File: src/rtl/period_meter_if.sv
// Interface bundling the measurement control inputs and the divider-facing
// outputs of period_meter. The slave side is the meter itself; the master
// side is whatever drives enable and the measured signal.
interface period_meter_if #(
  parameter int M = 30
);
  logic         en;
  logic         sig_in;
  logic [M-1:0] divisor;
  logic         div_vld;
  logic         quot_vld;
  logic         locked;
  logic         ovf;
  logic         too_short;

  modport master (
    output en,
    output sig_in,
    input  divisor,
    input  div_vld,
    input  quot_vld,
    input  locked,
    input  ovf,
    input  too_short
  );

  modport slave (
    input  en,
    input  sig_in,
    output divisor,
    output div_vld,
    output quot_vld,
    output locked,
    output ovf,
    output too_short
  );
endinterface

File: src/rtl/period_meter.sv
// period_meter: measures the period of an asynchronous signal in clk cycles
// and presents it as the divisor word of a downstream pipelined divider.
// The divisor is clamped to the divider's legal range: short periods are
// rejected, and a missing edge saturates the divisor at 2**M-1. A copy of
// div_vld delayed by the divider latency marks when the quotient is valid.
module period_meter #(
  parameter int M            = 30,
  parameter int M_ACTIVE_MIN = 12,
  parameter int SYNC_STAGES  = 2,
  parameter int DIV_LAT      = 28
) (
  input  logic           clk,
  input  logic           rstn,
  period_meter_if.slave  bus
);

  // Smallest divisor the divider accepts, and the saturated counter value.
  localparam logic [M-1:0] DIV_MIN = M'(1) << (M_ACTIVE_MIN - 1);
  localparam logic [M-1:0] CNT_MAX = {M{1'b1}};
  localparam logic [M-1:0] CNT_ONE = M'(1);

  typedef enum logic [1:0] {
    ST_IDLE,
    ST_ARM,
    ST_MEAS
  } state_t;

  logic [SYNC_STAGES-1:0] sync_reg;
  logic                   prev_reg;
  logic                   edge_det;

  state_t                 state_reg, state_next;
  logic [M-1:0]           cnt_reg, cnt_next;
  logic [M-1:0]           divisor_reg, divisor_next;
  logic                   div_vld_reg, div_vld_next;
  logic                   ovf_reg, ovf_next;
  logic                   too_short_reg, too_short_next;
  logic                   locked_reg, locked_next;
  logic [DIV_LAT-1:0]     dly_reg;

  // Bring sig_in into the clk domain and remember the last synchronized level.
  always_ff @(posedge clk or negedge rstn) begin
    if (!rstn) begin
      sync_reg <= '0;
      prev_reg <= 1'b0;
    end else begin
      sync_reg <= {sync_reg[SYNC_STAGES-2:0], bus.sig_in};
      prev_reg <= sync_reg[SYNC_STAGES-1];
    end
  end

  // Rising edge of the synchronized signal; both operands are flop outputs.
  assign edge_det = sync_reg[SYNC_STAGES-1] & ~prev_reg;

  // State, period counter and all registered outputs.
  always_ff @(posedge clk or negedge rstn) begin
    if (!rstn) begin
      state_reg     <= ST_IDLE;
      cnt_reg       <= '0;
      divisor_reg   <= DIV_MIN;
      div_vld_reg   <= 1'b0;
      ovf_reg       <= 1'b0;
      too_short_reg <= 1'b0;
      locked_reg    <= 1'b0;
    end else begin
      state_reg     <= state_next;
      cnt_reg       <= cnt_next;
      divisor_reg   <= divisor_next;
      div_vld_reg   <= div_vld_next;
      ovf_reg       <= ovf_next;
      too_short_reg <= too_short_next;
      locked_reg    <= locked_next;
    end
  end

  // Next-state logic: en low overrides everything; in MEAS an edge closes the
  // current period (and wins over a simultaneous timeout), otherwise count.
  always_comb begin
    state_next     = state_reg;
    cnt_next       = cnt_reg;
    divisor_next   = divisor_reg;
    div_vld_next   = 1'b0;
    ovf_next       = 1'b0;
    too_short_next = 1'b0;
    locked_next    = locked_reg;

    if (!bus.en) begin
      state_next  = ST_IDLE;
      cnt_next    = '0;
      locked_next = 1'b0;
    end else begin
      case (state_reg)
        ST_IDLE: begin
          state_next = ST_ARM;
          cnt_next   = '0;
        end
        ST_ARM: begin
          // The first edge only opens a period; there is nothing to report yet.
          if (edge_det) begin
            state_next = ST_MEAS;
            cnt_next   = CNT_ONE;
          end
        end
        ST_MEAS: begin
          if (edge_det) begin
            cnt_next = CNT_ONE;
            if (cnt_reg >= DIV_MIN) begin
              divisor_next = cnt_reg;
              div_vld_next = 1'b1;
              locked_next  = 1'b1;
            end else begin
              too_short_next = 1'b1;
            end
          end else if (cnt_reg == CNT_MAX) begin
            // No edge for the full counter range: report a saturated divisor
            // so the divider still yields a (minimum) frequency.
            state_next   = ST_ARM;
            cnt_next     = '0;
            divisor_next = CNT_MAX;
            div_vld_next = 1'b1;
            ovf_next     = 1'b1;
            locked_next  = 1'b0;
          end else begin
            cnt_next = cnt_reg + CNT_ONE;
          end
        end
        default: begin
          state_next = ST_IDLE;
          cnt_next   = '0;
        end
      endcase
    end
  end

  // Divider-latency delay line for div_vld; it keeps draining even when idle.
  always_ff @(posedge clk or negedge rstn) begin
    if (!rstn) begin
      dly_reg <= '0;
    end else begin
      dly_reg <= {dly_reg[DIV_LAT-2:0], div_vld_reg};
    end
  end

  assign bus.divisor   = divisor_reg;
  assign bus.div_vld   = div_vld_reg;
  assign bus.quot_vld  = dly_reg[DIV_LAT-1];
  assign bus.locked    = locked_reg;
  assign bus.ovf       = ovf_reg;
  assign bus.too_short = too_short_reg;

endmodule

File: src/flat_wrapper.sv
// flat-port wrapper written by rule: the top's interface ports become plain ports
module period_meter_flat 
#(
  parameter int M            = 30,
  parameter int M_ACTIVE_MIN = 12,
  parameter int SYNC_STAGES  = 2,
  parameter int DIV_LAT      = 28
)
  (clk, rstn, bus_en, bus_sig_in, bus_divisor, bus_div_vld, bus_quot_vld, bus_locked, bus_ovf, bus_too_short);
  period_meter_if #(.M(M)) bus_i ();
  input  logic clk;
  input  logic rstn;
  input wire logic [$bits(bus_i.en)-1:0] bus_en;
  input wire logic [$bits(bus_i.sig_in)-1:0] bus_sig_in;
  output wire logic [$bits(bus_i.divisor)-1:0] bus_divisor;
  output wire logic [$bits(bus_i.div_vld)-1:0] bus_div_vld;
  output wire logic [$bits(bus_i.quot_vld)-1:0] bus_quot_vld;
  output wire logic [$bits(bus_i.locked)-1:0] bus_locked;
  output wire logic [$bits(bus_i.ovf)-1:0] bus_ovf;
  output wire logic [$bits(bus_i.too_short)-1:0] bus_too_short;
  assign bus_i.en = bus_en;
  assign bus_i.sig_in = bus_sig_in;
  assign bus_divisor = bus_i.divisor;
  assign bus_div_vld = bus_i.div_vld;
  assign bus_quot_vld = bus_i.quot_vld;
  assign bus_locked = bus_i.locked;
  assign bus_ovf = bus_i.ovf;
  assign bus_too_short = bus_i.too_short;
  period_meter #(.M(M), .M_ACTIVE_MIN(M_ACTIVE_MIN), .SYNC_STAGES(SYNC_STAGES), .DIV_LAT(DIV_LAT)) u_core (.clk(clk), .rstn(rstn), .bus(bus_i));
endmodule
File: config.mk
export PLATFORM = sky130hd
export DESIGN_NAME = period_meter_flat
export DESIGN_NICKNAME = d
export VERILOG_FILES = /design/src/rtl/period_meter_if.sv /design/src/rtl/period_meter.sv /design/src/flat_wrapper.sv
export SDC_FILE = /design/constraint.sdc
export NUM_CORES = 1
export LEC_CHECK = 0
export BUFFER_PORTS_ARGS = -buffer_cell sky130_fd_sc_hd__buf_2
export CAP_MARGIN = 20
export CELL_PAD_IN_SITES_DETAIL_PLACEMENT = 0
export CELL_PAD_IN_SITES_GLOBAL_PLACEMENT = 1
export CORE_MARGIN = 2
export CORE_UTILIZATION = 30
export CTS_CLUSTER_SIZE = 16
export DETAILED_ROUTE_END_ITERATION = 7
export PLACE_DENSITY_LB_ADDON = 0.05
export SYNTH_ARGS = -nofsm -noshare
export SYNTH_HDL_FRONTEND = slang
export SYNTH_SLANG_ARGS = --single-unit
export TNS_END_PERCENT = 20
File: constraint.sdc
create_clock -name clk -period 2.4 [get_ports clk]
set_input_delay 0.24 -clock clk [delete_from_list [all_inputs] [get_ports clk]]
set_output_delay 0.24 -clock clk [all_outputs]
set_load 0.1 [all_outputs]
==> qor.yml <==
outcome:
  outcome: "finished clean"
worst_setup_path:
  worst_setup_path_start_kind: "register"
  required_ns: 2.69
  worstRegToRegCells: 6
  path_depth: 6
  r2r_start: "u_core.state_reg[0]$_DFFE_PN0P_"
  crit_fanout: 6
  worst-endpoint-arrival_ns: 2.53
  critPathMaxStageDelay_ns: 0.68
  critPathSlowestCell: "or4_1"
  r2r_slack_ns: 0.16
  crit_family: "simple AND/OR/NAND/NOR gates"
  r2r-end: "u_core.cnt_reg[27]$_DFFE_PN0P_"
  path_buf_inv: 1
  path_cells: "inv_1 > ha_2 > or4_1 > a21oi_1 > or4b_1 > nand3_1"
  endpoint_kind: "register"
  worstSetupPathType: "register to register"
pwr:
  power.share.clock_pct: 43.5
  power.total_uw: 3200
  power_per_cell_area_mw_per_mm2: 649
  power.share.sequential_pct: 51.5
  p_sw_share_pct: 22.6
  intPower_uw: 2480
  ir_drop_v: 0.000373
  pwr-share-comb_pct: 5.0
  power.leakage_uw: 0.00233
  power_switching_uw: 723
route:
  wl_per_cell_um: 16.6
  vias: 2806
  first_pass_iters: 4
  ant_nets: 0
  drc: 0
  vias_per_cell: 4.80
  first_iter_violations: 112
  routed_wl_mm: 9.69
global_route:
  grt_pass1_wl_mm: 16.4
  grt_overflow_total: 0
  grt_pass1_vias: 2979
  antenna_found_initial: 0
  grtUsageTotal_pct: 14.9
  grt_max_degree: 49
synth:
  synth_common_cells: "96 x dfrtp_1, 30 x o22a_1, 25 x nor2_1, 24 x nand2_1, 19 x nand3_1"
  synth_top_area_share_pct: 59.2
  synth_seq_cells: 97
  netlist_instances: 341
  synth.distinct_cells: 54
  synth_nets: 349
  yosysTopAreaCell: "dfrtp_1"
  yosysMostFrequentCell: "dfrtp_1"
  ys_async_sr_fraction_pct: 100
  avgSynthCellArea_um2: 11.9
  ys_seq_area_share_pct: 59.8
  synth_area_leaders: "dfrtp_1 59%, o22a_1 6.5%, xor2_1 2.8%"
  synth_ff_type: "dfrtp_1"
  synth_edf_count: 0
  syn_area_mm2: 0.00406
  ys_warn_count: 0
cts:
  cts_max_path_buffers: 2
  clkSinkCount: 97
  root_buffer: "clkbuf_16"
  clock_latency_ns: 0.35
  cts_buffers: 9
  cts_max_level: 3
  clkTransAtPathRegs_ns: 0.06
  cts_tree: "built"
timing:
  relSlewSlack_pct: 61.3
  rsz0062_at_grt: "no"
  post-route-period-util_pct: 93.5
  setup_viol: 0
  hold_violations: 0
  fin_tns_setup_ns: 0
  worst_pin_slew_ns: 0.580
  finalCriticalPeriod_ns: 2.24
  setup_ws_ns: 0.155
  skew_ns: 0.00381
  max_freq_mhz: 445
  slew_viol_final: 0
flow_run:
  drv_cap: 0
floorplan:
  core_mm2: 0.0132
  die_area_mm2: 0.0145
  start_util_pct: 30.7
  io_pins: 39
  die_h_um: 120
  num_rows: 42
  die_width_um: 120
placement:
  routabilityCongestion: 0.789
  dp_worst_setup_slack_ns: 0.104
  hpwl_mm: 6.88
  port_buffers: 38
  place_inst: 562
final_layout:
  area_growth_syn_to_layout_pct: 21.6
  diodes: 0
  layoutNonFillerInstCount: 584
  fin_nets: 411
  drive_above_1_share_pct: 25.2
min_path:
  hold_path_class: "input port to register"
  hp-start: "bus_en"
  hold_path_end: "u_core.bus.locked$_DFFE_PN0P_"
  min_path_cells: 3
[stage by stage]
step	instance area, µm²	utilization, %	hold slack (ns)
after global placement	4590	34.7	0.211
after detailed placement	4590	34.7	0.208
final	4940	37.3	0.261
after floorplan	4060	-	-0.0556
after CTS	4910	37.0	0.235
after global routing	4940	37.3	0.259
[layout by cell type, fill, tap and decap left out, drive strengths merged, types with 3 or more instances in the layout]
cell type  Yosys  layout
a31oi          3       3
nand2         24      24
o21ai         12      12
and2           3       3
nor3           3       3
nor4           8       8
o22ai          3       3
o22a          30      30
nand3         23      23
ha             4       4
and3           7       7
nand4         15      15
clkinv         0       3
buf           12      70
xor2          13      13
dfrtp         96      96
clkbuf         9      12
a21oi         10      10
inv           12      12
and4           3       3
nor2          26      26
[cell type report]
class | count | area [µm²]
clock inverter | 4 | 26.3
tap | 176 | 220
sequential | 97 | 2430
clock buffer | 12 | 267
multi-input combinational | 211 | 1450
fill | 1349 | 8300
inverter | 12 | 45.0
timing repair buffer | 72 | 503
[power groups by stage]
stage | clock network (µW) | logic [µW] | registers [µW]
6_report | 1390 | 161 | 1650
5_1_grt | 1530 | 182 | 1650
4_1_cts | 1450 | 163 | 1650
3_5_place_dp | 0 | 160 | 1680
3_3_place_gp | 0 | 161 | 1680
2_1_floorplan | 0 | 79.3 | 1680
[worst max path at each step]
stage                                                from                        endpoint  slack (ns)
after floorplan           u_core.state_reg[0]$_DFFE_PN0P_  u_core.cnt_reg[27]$_DFFE_PN0P_        0.34
after global placement    u_core.state_reg[0]$_DFFE_PN0P_  u_core.cnt_reg[25]$_DFFE_PN0P_        0.17
after detailed placement  u_core.state_reg[0]$_DFFE_PN0P_  u_core.cnt_reg[25]$_DFFE_PN0P_        0.10
after CTS                 u_core.state_reg[0]$_DFFE_PN0P_  u_core.cnt_reg[25]$_DFFE_PN0P_        0.09
after global routing      u_core.state_reg[0]$_DFFE_PN0P_  u_core.cnt_reg[27]$_DFFE_PN0P_        0.06
final                     u_core.state_reg[0]$_DFFE_PN0P_  u_core.cnt_reg[27]$_DFFE_PN0P_        0.16
[timing repair]
action,4_1_cts,5_1_grt
endpoints found under the setup margin,0,4
setup buffers,0,4
gates resized for setup,0,1
endpoints found under the hold margin,32,0
hold buffers,2,0
[kinds of logic (layout without fill, tap and decap cells)]
kind of cell,after synthesis,count (layout),synth area share [%]
fa+ha+maj,4,4,1.23
mux,2,2,0.493
compound gates,70,70,13.4
buf+inv,33,100,4.65
flops,97,97,59.8
xor+xnor,14,14,3.02
simple gates,121,121,17.4
[per-layer routing]
layer | GRT usage, % | part of all wire, % | wire, µm | vias to the layer above
li1 | - | - | - | 1360
met5 | 0 | 0 | 0 | -
met3 | 3.96 | 3.1 | 302 | 12
met2 | 22.4 | 46 | 4430 | 42
met4 | 6.25 | 1.9 | 182 | 0
met1 | 20.5 | 49 | 4770 | 1392
[worst min-delay path, stage by stage]
cell     delay [ns]
buf_2          0.19
nand2_1        0.08
a21oi_1        0.06
Note: power is estimated with default switching activity, not from simulation.
